### src/rtl/upme_seq_pkg.sv
`default_nettype none
// ============================================================================
// Module   : upme_seq_pkg
// Brief    : Shared constants for the upme run controller.
// Revision : 1.0 - initial release
// ============================================================================
package upme_seq_pkg;

    localparam logic [1:0] MODE_UP    = 2'b00;
    localparam logic [1:0] MODE_DN    = 2'b01;
    localparam logic [1:0] MODE_PP    = 2'b10;
    localparam logic [1:0] MODE_SWEEP = 2'b11;

    localparam logic [1:0] ST_IDLE = 2'd0;
    localparam logic [1:0] ST_RUN  = 2'd1;
    localparam logic [1:0] ST_DONE = 2'd2;

    localparam logic [2:0] EA_MAX = 3'd7;
    localparam logic [2:0] EA_MIN = 3'd0;

endpackage
`default_nettype wire

### src/rtl/upme_seq_presc.sv
`default_nettype none
// ============================================================================
// Module   : seq_presc
// Brief    : Tick prescaler with clear, hold (enable) and wrap pulse.
// Revision : 1.0 - initial release
// ============================================================================
module seq_presc #(
    parameter int DIV_W = 4,
    parameter int DIV   = 10
) (
    input  logic clk,
    input  logic rst_n,
    input  logic clr,
    input  logic en,
    output logic wrap
);

    localparam logic [DIV_W-1:0] c_last = DIV_W'(DIV - 1);
    localparam logic [DIV_W-1:0] c_one  = {{(DIV_W-1){1'b0}}, 1'b1};

    logic [DIV_W-1:0] r_cnt;
    logic             w_wrap;

    assign w_wrap = en && (r_cnt == c_last);
    assign wrap   = w_wrap;

    always_ff @(posedge clk) begin
        if (!rst_n) begin
            r_cnt <= '0;
        end else if (clr || w_wrap) begin
            r_cnt <= '0;
        end else if (en) begin
            r_cnt <= r_cnt + c_one;
        end
    end

endmodule
`default_nettype wire

### src/rtl/upme_seq.sv
`default_nettype none
// ============================================================================
// Module   : upme_seq
// Brief    : Run controller for the upme up/down counter (tick, direction).
// Revision : 1.0 - initial release
// ============================================================================
module upme_seq
    import upme_seq_pkg::*;
#(
    parameter int DIV_W = 4,
    parameter int DIV   = 10
) (
    input  logic       eck,
    input  logic       er,
    input  logic       start,
    input  logic       stop,
    input  logic       hold,
    input  logic [1:0] mode,
    input  logic [3:0] nsteps,
    input  logic [2:0] ea,
    output logic       up,
    output logic       tick,
    output logic       busy,
    output logic       done
);

    logic [1:0] r_state;
    logic [1:0] r_mode;
    logic [3:0] r_steps;
    logic       r_up;
    logic       r_tick;
    logic       r_busy;
    logic       r_done;

    logic       w_run;
    logic       w_wrap;
    logic       w_sweep_end;
    logic       w_counted;
    logic       w_last;

    assign w_run       = (r_state == ST_RUN);
    assign w_sweep_end = (r_mode == MODE_SWEEP) && (ea == EA_MAX);
    assign w_counted   = (r_mode != MODE_SWEEP) && (r_steps != 4'd0);
    assign w_last      = w_counted && (r_steps == 4'd1);

    // Prescaler is held at zero outside RUN so every run starts a full period.
    seq_presc #(
        .DIV_W (DIV_W),
        .DIV   (DIV)
    ) u_presc (
        .clk   (eck),
        .rst_n (er),
        .clr   (!w_run),
        .en    (w_run && !hold && !stop),
        .wrap  (w_wrap)
    );

    always_ff @(posedge eck) begin
        if (!er) begin
            r_state <= ST_IDLE;
            r_mode  <= MODE_UP;
            r_steps <= 4'd0;
            r_up    <= 1'b1;
            r_tick  <= 1'b0;
            r_busy  <= 1'b0;
            r_done  <= 1'b0;
        end else begin
            r_tick <= 1'b0;
            r_done <= 1'b0;
            case (r_state)
                ST_IDLE: begin
                    if (start && !stop) begin
                        r_state <= ST_RUN;
                        r_mode  <= mode;
                        r_steps <= nsteps;
                        r_up    <= (mode != MODE_DN);
                        r_busy  <= 1'b1;
                    end
                end
                ST_RUN: begin
                    if (stop) begin
                        r_state <= ST_IDLE;
                        r_busy  <= 1'b0;
                    end else if (w_sweep_end) begin
                        r_state <= ST_DONE;
                    end else begin
                        if (w_wrap) begin
                            r_tick <= 1'b1;
                            if (w_counted) begin
                                r_steps <= r_steps - 4'd1;
                            end
                            if (w_last) begin
                                r_state <= ST_DONE;
                            end
                        end
                        // Reversal tracks the counter's reported position, also while held.
                        if (r_mode == MODE_PP) begin
                            if (r_up && (ea == EA_MAX)) begin
                                r_up <= 1'b0;
                            end else if (!r_up && (ea == EA_MIN)) begin
                                r_up <= 1'b1;
                            end
                        end
                    end
                end
                ST_DONE: begin
                    r_done  <= 1'b1;
                    r_busy  <= 1'b0;
                    r_state <= ST_IDLE;
                end
                default: begin
                    r_state <= ST_IDLE;
                    r_busy  <= 1'b0;
                end
            endcase
        end
    end

    assign up   = r_up;
    assign tick = r_tick;
    assign busy = r_busy;
    assign done = r_done;

endmodule
`default_nettype wire

### config.mk
export PLATFORM = sky130hd
export DESIGN_NAME = upme_seq
export DESIGN_NICKNAME = d
export VERILOG_FILES = /design/src/rtl/upme_seq_pkg.sv /design/src/rtl/upme_seq_presc.sv /design/src/rtl/upme_seq.sv
export SDC_FILE = /design/constraint.sdc
export NUM_CORES = 1
export LEC_CHECK = 0
export ABC_AREA = 1
export BUFFER_PORTS_ARGS = -buffer_cell sky130_fd_sc_hd__buf_2
export CAP_MARGIN = 10
export CORE_MARGIN = 10
export CORE_UTILIZATION = 53
export CTS_CLUSTER_DIAMETER = 50
export CTS_CLUSTER_SIZE = 25
export DETAILED_ROUTE_END_ITERATION = 10
export PLACE_DENSITY = 0.77
export SYNTH_ARGS = -nofsm -noshare
export SYNTH_HDL_FRONTEND = slang
export SYNTH_SLANG_ARGS = --single-unit
### constraint.sdc
create_clock -name eck -period 1.7 [get_ports eck]
set_input_delay 0.34 -clock eck [delete_from_list [all_inputs] [get_ports eck]]
set_output_delay 0.34 -clock eck [all_outputs]
set_load 0.02 [all_outputs]
==> results.py, run 1 <==
metrics = {
    "yosys": {
        "syn-num-nets": 157,
        "synth_area_leaders": "dfxtp_1 (35%), nand2_1 (14%), inv_1 (9.0%)",
        "synth_top_area_share_pct": 35.02,
        "synth-async-reset-ratio_pct": 0,
        "synth_area_um2": 914.6,
        "ys_seq_area_share_pct": 35.02,
        "synthFlopType": "dfxtp_1",
        "yosysTopAreaCell": "dfxtp_1",
        "synthTopCellsByCount": "nand2_1 (35), inv_1 (22), nor2_1 (19)",
        "synthesis.instances": 139,
        "avgSynthCellArea_um2": 6.580,
        "synth-edff-count": 0,
        "yosysMostFrequentCell": "nand2_1",
        "synth_seq_cells": 16,
        "ys_warn_count": 0,
        "yosysUniqueCellTypes": 19,
    },
    "clock_network": {
        "cts.sinks": 16,
        "cts_tree": "yes",
        "cts-hold-fix-buffers": 0,
        "cts_buffers": 3,
        "postCtsSetupBuffers": 0,
        "clk_latency_ps": 300,
        "clockBufferDepth": 2,
        "clk_pin_slew_ps": 110,
        "cts_resized": 0,
        "root_buffer": "clkbuf_4",
        "htree_num_levels": 1,
    },
    "drt": {
        "antenna_left": 0,
        "wl_met2_um": 1055,
        "wl_per_cell_um": 11.74,
        "maxUsedRoutingLayer": "met4",
        "wl_met3_um": 112,
        "drt_iter0_markers": 29,
        "drt-met1-wl_um": 887,
        "vias_per_cell": 4.983,
        "drt-total-wl_um": 2066,
        "first_pass_iters": 4,
        "vias": 877,
        "drc": 0,
    },
    "critical_path": {
        "arrival_ps": 1700,
        "cp-end-kind": "flip-flop",
        "critPathRequiredTime_ps": 1940,
        "reg2reg_from": "r_steps[0]",
        "crit_start": "r_steps[0]",
        "reg2reg_to": "r_state[1]",
        "crit_path_max_fanout": 4,
        "path_class": "flip-flop to flip-flop",
        "endpoint": "r_state[1]",
        "cp-start-kind": "flip-flop",
        "reg2regPathDepth": 7,
        "worst-r2r-setup-slack_ps": 250,
    },
    "finish": {
        "final_cells": 176,
        "nets": 179,
        "diodes": 0,
        "fin_area_mm2": 0.001052,
        "drive_gt1_share_pct": 18.13,
        "post-route-util_pct": 66.75,
        "area_delta_synth_final_pct": 15.05,
    },
    "worst_hold_path": {
        "hp-class": "input pin to flip-flop",
        "hold_depth": 2,
    },
    "timing": {
        "maxSlewHeadroom_pct": 82.32,
        "hold_viol": 0,
        "worst_pin_slew_ps": 262.5,
        "skew_ps": 9.865,
        "fmax_ghz": 0.6887,
        "slew_violations": 0,
        "setup_tns_ps": 0,
        "setup_viol": 0,
        "grt_setup_unrepaired": "false",
        "fin_crit_ps": 1452,
        "period_share_pct": 85.41,
    },
    "pwr": {
        "irDropWorstVdd_mv": 0.5063,
        "power_density_mw_per_mm2": 803.2,
        "p_leak_nw": 0.5212,
    },
    "flow_run": {
        "drv_cap": 0,
    },
    "placed_design": {
        "place_hpwl_um": 1671,
        "placed_cell_area_mm2": 0.001016,
        "placed_cells": 172,
        "gp_congestion": 0.8421,
        "numPortBuffers": 17,
    },
    "floorplan": {
        "die_x_um": 61.54,
        "rows": 14,
        "ios": 18,
        "fp.dieH_um": 61.54,
        "start_util_pct": 58.02,
        "die_area_mm2": 0.003787,
        "core_mm2": 0.001577,
    },
    "global_route": {
        "grt_max_degree": 10,
        "antenna_found_initial": 0,
        "grt_pass1_vias": 853,
        "grt_overflow": 0,
        "grt_pass1_wl_um": 3491,
        "track_usage_pct": 11.99,
    },
    "run_status": {
        "status": "complete, no violations",
    },
}
state kept, by name, indices dropped and copies added, names as in the netlist:
name           count
r_mode             2
up                 1
u_presc.r_cnt      4
done               1
r_steps            4
tick               1
r_state            2
busy               1
cell families (layout without fill, tap and decap cells):
kind of cell / after synthesis / in the layout / synth area share [%]
simple gates: 77 / 77 / 38.17
buf+inv: 23 / 44 / 10.26
compound gates: 18 / 18 / 10.12
flops: 16 / 16 / 35.02
fa+ha+maj: 4 / 4 / 5.472
xor+xnor: 1 / 1 / 0.9578
worst min-delay path by stage:
stage	startpoint	endpoint	slack [ps]
finish	er	up	310
global placement	busy	busy	450
detailed placement	busy	busy	460
floorplan	r_steps[1]	r_steps[1]	460
CTS	er	up	310
global route	er	up	310
metrics by stage:
step / total power [W] / hold WS, ps / worst slack [ps]
3_3_place_gp: 0.0005832 / 450.1 / 264.8
3_5_place_dp: 0.0005896 / 463.2 / 254.8
2_1_floorplan: 0.0005406 / 455.0 / 443.8
6_report: 0.0008452 / 307.4 / 248.0
5_1_grt: 0.0008940 / 313.2 / 46.61
4_1_cts: 0.0008456 / 309.6 / 241.7
cell usage in the layout, fill, tap and decap left out:
master,netlist,layout
nand2_1,35,35
inv_1,22,22
nor2_1,19,19
buf_2,0,17
dfxtp_1,16,16
a21oi_1,9,9
nand3_1,9,9
o21ai_0,8,8
ha_1,4,4
or2_2,3,3
clkbuf_4,0,3
nand3_2,2,2
nor3b_1,2,2
nand4_1,2,2
nor3_1,2,2
nand2_2,1,1
nor2_4,1,1
xnor2_1,1,1
nand3b_1,1,1
o21bai_1,1,1
clkbuf_8,0,1
buf_4,0,1
final cells by class:
cell class	instances	area (µm²)
fill	149	524.3
sequential	16	320.3
multi-input combinational	100	500.5
inverter	22	82.58
timing repair buffer	18	92.59
clock buffer	4	36.28
tap	16	20.02
metal layers:
layer,vias up,track usage (%)
met5,-,0
met4,0,2.866
met3,2,4.115
met2,15,22.55
met1,383,12.35
li1,477,-
power breakdown:
| group | switching (W) | total [W] | internal, W | leakage [nW] |
|---|---|---|---|---|
| logic | 0.000106 | 0.000172 | 0.0000653 | 0.370 |
| registers | 0.0000143 | 0.000410 | 0.000396 | 0.130 |
| clock network | 0.000133 | 0.000264 | 0.000131 | 0.0210 |
| total | 0.000254 | 0.000845 | 0.000592 | 0.521 |
critical path: stages, from the launching register on:
cell and delay, ps:
dfxtp_1 380, inv_1 70, ha_1 210, a21oi_1 200, nand3_1 120, o21ai_0 240, nand2_1 90, nor2_1 100
No activity file was read; power rests on OpenSTA's default activity.
==> inputs of run 2 (changes only) <==
CAP_MARGIN = default   (was 10)
CORE_UTILIZATION = 56   (was 53)
CTS_BUF_LIST = sky130_fd_sc_hd__clkbuf_8   (was default)
PLACE_DENSITY = 0.81   (was 0.77)
==> results.py, run 2 (synthesized netlist as in run 1, its figures left out) <==
metrics = {
    "drt": {
        "wl_per_cell_um": 11.66,
        "drt_iter0_markers": 19,
        "vias": 890,
        "drt-total-wl_um": 2052,
        "antenna_left": 0,
        "drc": 0,
        "vias_per_cell": 5.057,
        "first_pass_iters": 4,
    },
    "global_route": {
        "grt_pass1_vias": 869,
        "grt_overflow": 0,
        "antenna_found_initial": 0,
        "grt_max_degree": 10,
        "grt_pass1_wl_um": 3553,
        "track_usage_pct": 12.46,
    },
    "clock_network": {
        "cts_buffers": 3,
        "cts_resized": 0,
        "clk_pin_slew_ps": 60,
        "root_buffer": "clkbuf_8",
        "postCtsSetupBuffers": 0,
        "clockBufferDepth": 2,
        "cts.sinks": 16,
        "cts-hold-fix-buffers": 0,
        "clk_latency_ps": 250,
        "htree_num_levels": 1,
        "cts_tree": "yes",
    },
    "placed_design": {
        "gp_congestion": 0.8155,
        "numPortBuffers": 17,
        "place_hpwl_um": 1626,
    },
    "finish": {
        "diodes": 0,
        "drive_gt1_share_pct": 18.13,
        "fill_cells": 128,
        "final_cell_mix": "nand2_1 (35), inv_1 (22), nor2_1 (19)",
        "nets": 179,
        "post-route-util_pct": 70.28,
        "mostFrequentLayoutCell": "nand2_1",
        "top_regs": "r_steps: 4 flops, u_presc.r_cnt: 4 flops",
        "area_delta_synth_final_pct": 17.10,
    },
    "floorplan": {
        "fp.dieH_um": 60.42,
        "die_area_mm2": 0.003650,
        "start_util_pct": 60.02,
        "ios": 18,
        "core_mm2": 0.001524,
        "rows": 14,
        "die_x_um": 60.42,
    },
    "pwr": {
        "p_seq_share_pct": 45.1,
        "p_sw_w": 0.0002457,
        "pwr-share-comb_pct": 18.9,
        "p_leak_nw": 0.5289,
        "p_sw_share_pct": 26.91,
        "irDropWorstVdd_mv": 0.5477,
        "clkPwrFrac_pct": 36.0,
        "internal_power_w": 0.0006673,
        "power_density_mw_per_mm2": 852.5,
    },
    "timing": {
        "slew_violations": 0,
        "hold_viol": 0,
        "grt_setup_unrepaired": "false",
        "period_share_pct": 87.53,
        "worst_pin_slew_ps": 247.3,
        "worst_hold_slack_ps": 360.4,
        "fmax_ghz": 0.6721,
        "skew_ps": 1.881,
        "fin_crit_ps": 1488,
        "setup_tns_ps": 0,
        "setup_viol": 0,
        "maxSlewHeadroom_pct": 83.34,
    },
    "critical_path": {
        "path_class": "flip-flop to flip-flop",
        "worst-r2r-setup-slack_ps": 210,
        "cp-start-kind": "flip-flop",
        "endpoint": "r_state[1]",
        "arrival_ps": 1670,
        "critPathRequiredTime_ps": 1890,
        "crit_path_max_fanout": 4,
        "reg2reg_from": "r_steps[0]",
        "crit_start": "r_steps[0]",
        "reg2reg_to": "r_state[1]",
        "cp-end-kind": "flip-flop",
        "reg2regPathDepth": 7,
    },
    "run_status": {
        "status": "complete, no violations",
    },
    "flow_run": {
        "drv_cap": 0,
    },
    "worst_hold_path": {
        "hp-class": "input pin to flip-flop",
    },
}
==> run 2: cell counts in the layout (fill, tap and decap cells not counted) <==
Identical to the previous run, type by type.
==> run 2: power groups by stage <==
stage               Clock, W  Sequential (W)  Combinational [W]
global route        0.000359        0.000414           0.000199
floorplan                  0        0.000420           0.000120
finish              0.000328        0.000412           0.000173
global placement           0        0.000418           0.000165
CTS                 0.000336        0.000412           0.000173
detailed placement         0        0.000419           0.000171
==> run 2: how the worst min path moves through the flow <==
stage | from | to | slack, ps | depth (start not counted)
2_1_floorplan | r_steps[1] | r_steps[1] | 460 | 2
3_3_place_gp | busy | busy | 450 | 2
3_5_place_dp | busy | busy | 460 | 2
4_1_cts | er | up | 350 | 2
5_1_grt | er | up | 360 | 2
6_report | er | up | 360 | 2
==> run 2: metal layers <==
metal / track usage, % / share of wire [%] / vias up
met5: 0 / 0 / -
met4: 6.897 / 1.9 / 0
met3: 3.549 / 5.7 / 4
met2: 21.32 / 50 / 17
met1: 13.53 / 43 / 388
li1: - / - / 481
==> run 2: worst max-delay path: stages (launching register included) <==
cell	delay [ps]
dfxtp_1	380
inv_1	80
ha_1	230
a21oi_1	210
nand3_1	120
o21ai_0	250
nand2_1	90
nor2_1	80
==> run 2: per-stage QoR <==
| stage | area, µm² | setup WS, ps | power, W | instances |
|---|---|---|---|---|
| 6_report | 1071 | 212.1 | 0.0009130 | 176 |
| 5_1_grt | 1071 | 50.49 | 0.0009722 | 176 |
| 4_1_cts | 1071 | 197.8 | 0.0009205 | 176 |
| 3_5_place_dp | 1016 | 208.6 | 0.0005906 | 172 |
| 3_3_place_gp | 1016 | 274.6 | 0.0005829 | 172 |
| 2_1_floorplan | 914.6 | 443.8 | 0.0005406 | 139 |
==> run 2: layout make-up <==
class,instances,area (µm²),area share [%]
timing repair buffer,18,92.59,8.645
multi-input combinational,100,500.5,46.73
tap,16,20.02,1.869
inverter,22,82.58,7.710
clock buffer,4,55.05,5.140
sequential,16,320.3,29.91
==> inputs of run 3 (changes only) <==
ABC_AREA = default   (was 1)
CORE_UTILIZATION = 55   (was 56)
PLACE_DENSITY = 0.8   (was 0.81)
==> results.py, run 3 <==
metrics = {
    "run_status": {
        "status": "complete, no violations",
    },
    "finish": {
        "final_cell_mix": "buf_2 (17), dfxtp_1 (16), nor2_1 (13)",
        "final_cells": 139,
        "nets": 142,
        "diodes": 0,
        "top_regs": "r_steps: 4 flops, u_presc.r_cnt: 4 flops",
        "fin_area_mm2": 0.001102,
        "mostFrequentLayoutCell": "buf_2",
        "area_delta_synth_final_pct": 22.02,
        "drive_gt1_share_pct": 29.27,
        "fill_cells": 110,
    },
    "floorplan": {
        "die_area_mm2": 0.003663,
        "rows": 14,
        "core_mm2": 0.001524,
        "ios": 18,
        "fp.dieH_um": 60.53,
        "die_x_um": 60.53,
        "start_util_pct": 59.28,
    },
    "placed_design": {
        "place_hpwl_um": 1579,
        "placed_cell_area_mm2": 0.001037,
        "numPortBuffers": 17,
        "dp_slack_ps": -19.29,
        "gp_congestion": 0.8495,
        "placed_cells": 135,
    },
    "timing": {
        "hold_viol": 0,
        "maxSlewHeadroom_pct": 68.19,
        "fmax_ghz": 0.6105,
        "skew_ps": 5.343,
        "worst_pin_slew_ps": 475.0,
        "fin_crit_ps": 1638,
        "slew_violations": 0,
        "period_share_pct": 96.36,
        "setup_ws_ps": 61.87,
        "setup_viol": 0,
    },
    "critical_path": {
        "path_class": "flip-flop to flip-flop",
        "critPathRequiredTime_ps": 1820,
        "reg2reg_to": "r_steps[0]",
        "worst-r2r-setup-slack_ps": 60,
        "crit_path_max_fanout": 5,
        "reg2reg_from": "r_steps[1]",
        "reg2regPathDepth": 6,
        "arrival_ps": 1760,
        "cp-end-kind": "flip-flop",
        "cp-start-kind": "flip-flop",
    },
    "worst_hold_path": {
        "holdPathEnd": "r_mode[0]",
        "min_from": "mode[0]",
        "hp-class": "input pin to flip-flop",
        "hold_depth": 3,
    },
    "global_route": {
        "grt_max_degree": 14,
        "track_usage_pct": 11.87,
        "grt_pass1_vias": 752,
        "grt_overflow": 0,
        "grt_pass1_wl_um": 3394,
        "antenna_found_initial": 0,
    },
    "clock_network": {
        "clk_latency_ps": 250,
        "clockBufferDepth": 2,
        "htree_num_levels": 1,
        "clk_pin_slew_ps": 60,
        "postCtsSetupBuffers": 0,
        "root_buffer": "clkbuf_8",
        "cts-hold-fix-buffers": 0,
        "cts_buffers": 3,
        "cts_tree": "yes",
        "cts.sinks": 16,
    },
    "yosys": {
        "synthFlopType": "dfxtp_1",
        "synthTopCellsByCount": "dfxtp_1 (16), nor2_1 (13), nand2_1 (7)",
        "ys_seq_area_share_pct": 35.46,
        "synth-async-reset-ratio_pct": 0,
        "syn-num-nets": 117,
        "avgSynthCellArea_um2": 9.125,
        "synth_area_um2": 903.4,
        "ys_warn_count": 0,
        "synth_area_leaders": "dfxtp_1 (35%), ha_1 (5.5%), nor2_1 (5.4%)",
        "yosysUniqueCellTypes": 40,
        "synth_top_area_share_pct": 35.46,
        "yosysTopAreaCell": "dfxtp_1",
        "synthesis.instances": 99,
        "synth_seq_cells": 16,
        "yosysMostFrequentCell": "dfxtp_1",
        "synth-edff-count": 0,
    },
    "pwr": {
        "p_leak_nw": 0.4438,
        "irDropWorstVdd_mv": 0.4531,
        "power_density_mw_per_mm2": 805.8,
    },
    "drt": {
        "wl_per_cell_um": 14.38,
        "vias": 818,
        "vias_per_cell": 5.885,
        "antenna_left": 0,
        "first_pass_iters": 4,
        "drt_iter0_markers": 19,
        "drc": 0,
        "drt-total-wl_um": 1999,
    },
    "flow_run": {
        "drv_cap": 0,
    },
}
==> run 3: changes by cell type in the layout (fill, tap and decap cells not counted), sizes merged, moves of 3 or more <==
| cell | delta |
|---|---|
| nor2 | -7 |
| nor4b | +3 |
| a211oi | +3 |
| inv | -16 |
| buf | +4 |
| nand2 | -29 |
| nand3 | -8 |
| a21oi | -6 |
| o21ai | -6 |
==> run 3: logic make-up after synthesis <==
logic type                 count (synthesis)  synth area share [%]
DFF                                       16                 35.46
buffers and inverters                      8                 3.461
xor gates and xnor gates                   3                 2.909
muxes                                      3                 3.463
AOI/OAI and AO/OA                         21                 19.80
adders and majority gates                  4                 5.540
and+or+nand+nor                           44                 29.36
==> run 3: area by class of cell <==
cell class                      instances  area (µm²)  share of cell area, %
Tap cell                               16       20.02                  1.816
Timing Repair Buffer                   22       122.6                  11.12
Clock buffer                            4       55.05                  4.994
Multi-Input combinational cell         75       561.8                  50.96
Inverter                                6       22.52                  2.043
Sequential cell                        16       320.3                  29.06
==> run 3: critical path, stage by stage (launching register included) <==
cell,delay [ps]
dfxtp_1,330
inv_1,80
ha_1,150
or3b_4,380
a41oi_4,290
nand2b_4,200
o22ai_1,90
==> run 3: worst max-delay path by stage <==
stage               start         end  slack [ps]  cells after the start
6_report       r_steps[1]  r_steps[0]          60                      6
5_1_grt        r_steps[0]  r_steps[2]          -3                      6
4_1_cts        r_steps[1]  r_steps[0]          10                      6
3_5_place_dp   r_steps[1]  r_steps[0]         -20                      6
3_3_place_gp   r_steps[1]  r_steps[0]          30                      6
2_1_floorplan  r_steps[0]  r_steps[0]           7                      6
==> run 3: where the power goes <==
group / switching, W / total [W] / internal, W
Sequential: 0.0000156 / 0.000406 / 0.000390
Combinational: 0.0000767 / 0.000153 / 0.0000761
Clock: 0.000124 / 0.000329 / 0.000205
==> run 3: what timing repair did <==
action,4_1_cts,5_1_grt
pin swaps,1,1
setup endpoints to repair,3,4
gates resized for setup,0,2
==> run 3: per-stage QoR <==
| stage | setup TNS (ps) | hold WS (ps) | util, % | power [W] |
|---|---|---|---|---|
| CTS | 0 | 350.0 | 71.67 | 0.0008914 |
| floorplan | 0 | 460.0 | - | 0.0005064 |
| global route | -4.988 | 372.6 | 72.33 | 0.0009341 |
| finish | 0 | 349.6 | 72.33 | 0.0008882 |
| global placement | 0 | 488.2 | 68.06 | 0.0005573 |
| detailed placement | -19.29 | 499.7 | 68.06 | 0.0005617 |
==> run 3: routing by layer <==
layer	share of wire (%)	wire length (µm)	global-route usage, %
met5	0	0	0
met4	1.6	31	5.643
met3	6.0	119	3.340
met2	49	976	19.71
met1	44	871	13.76
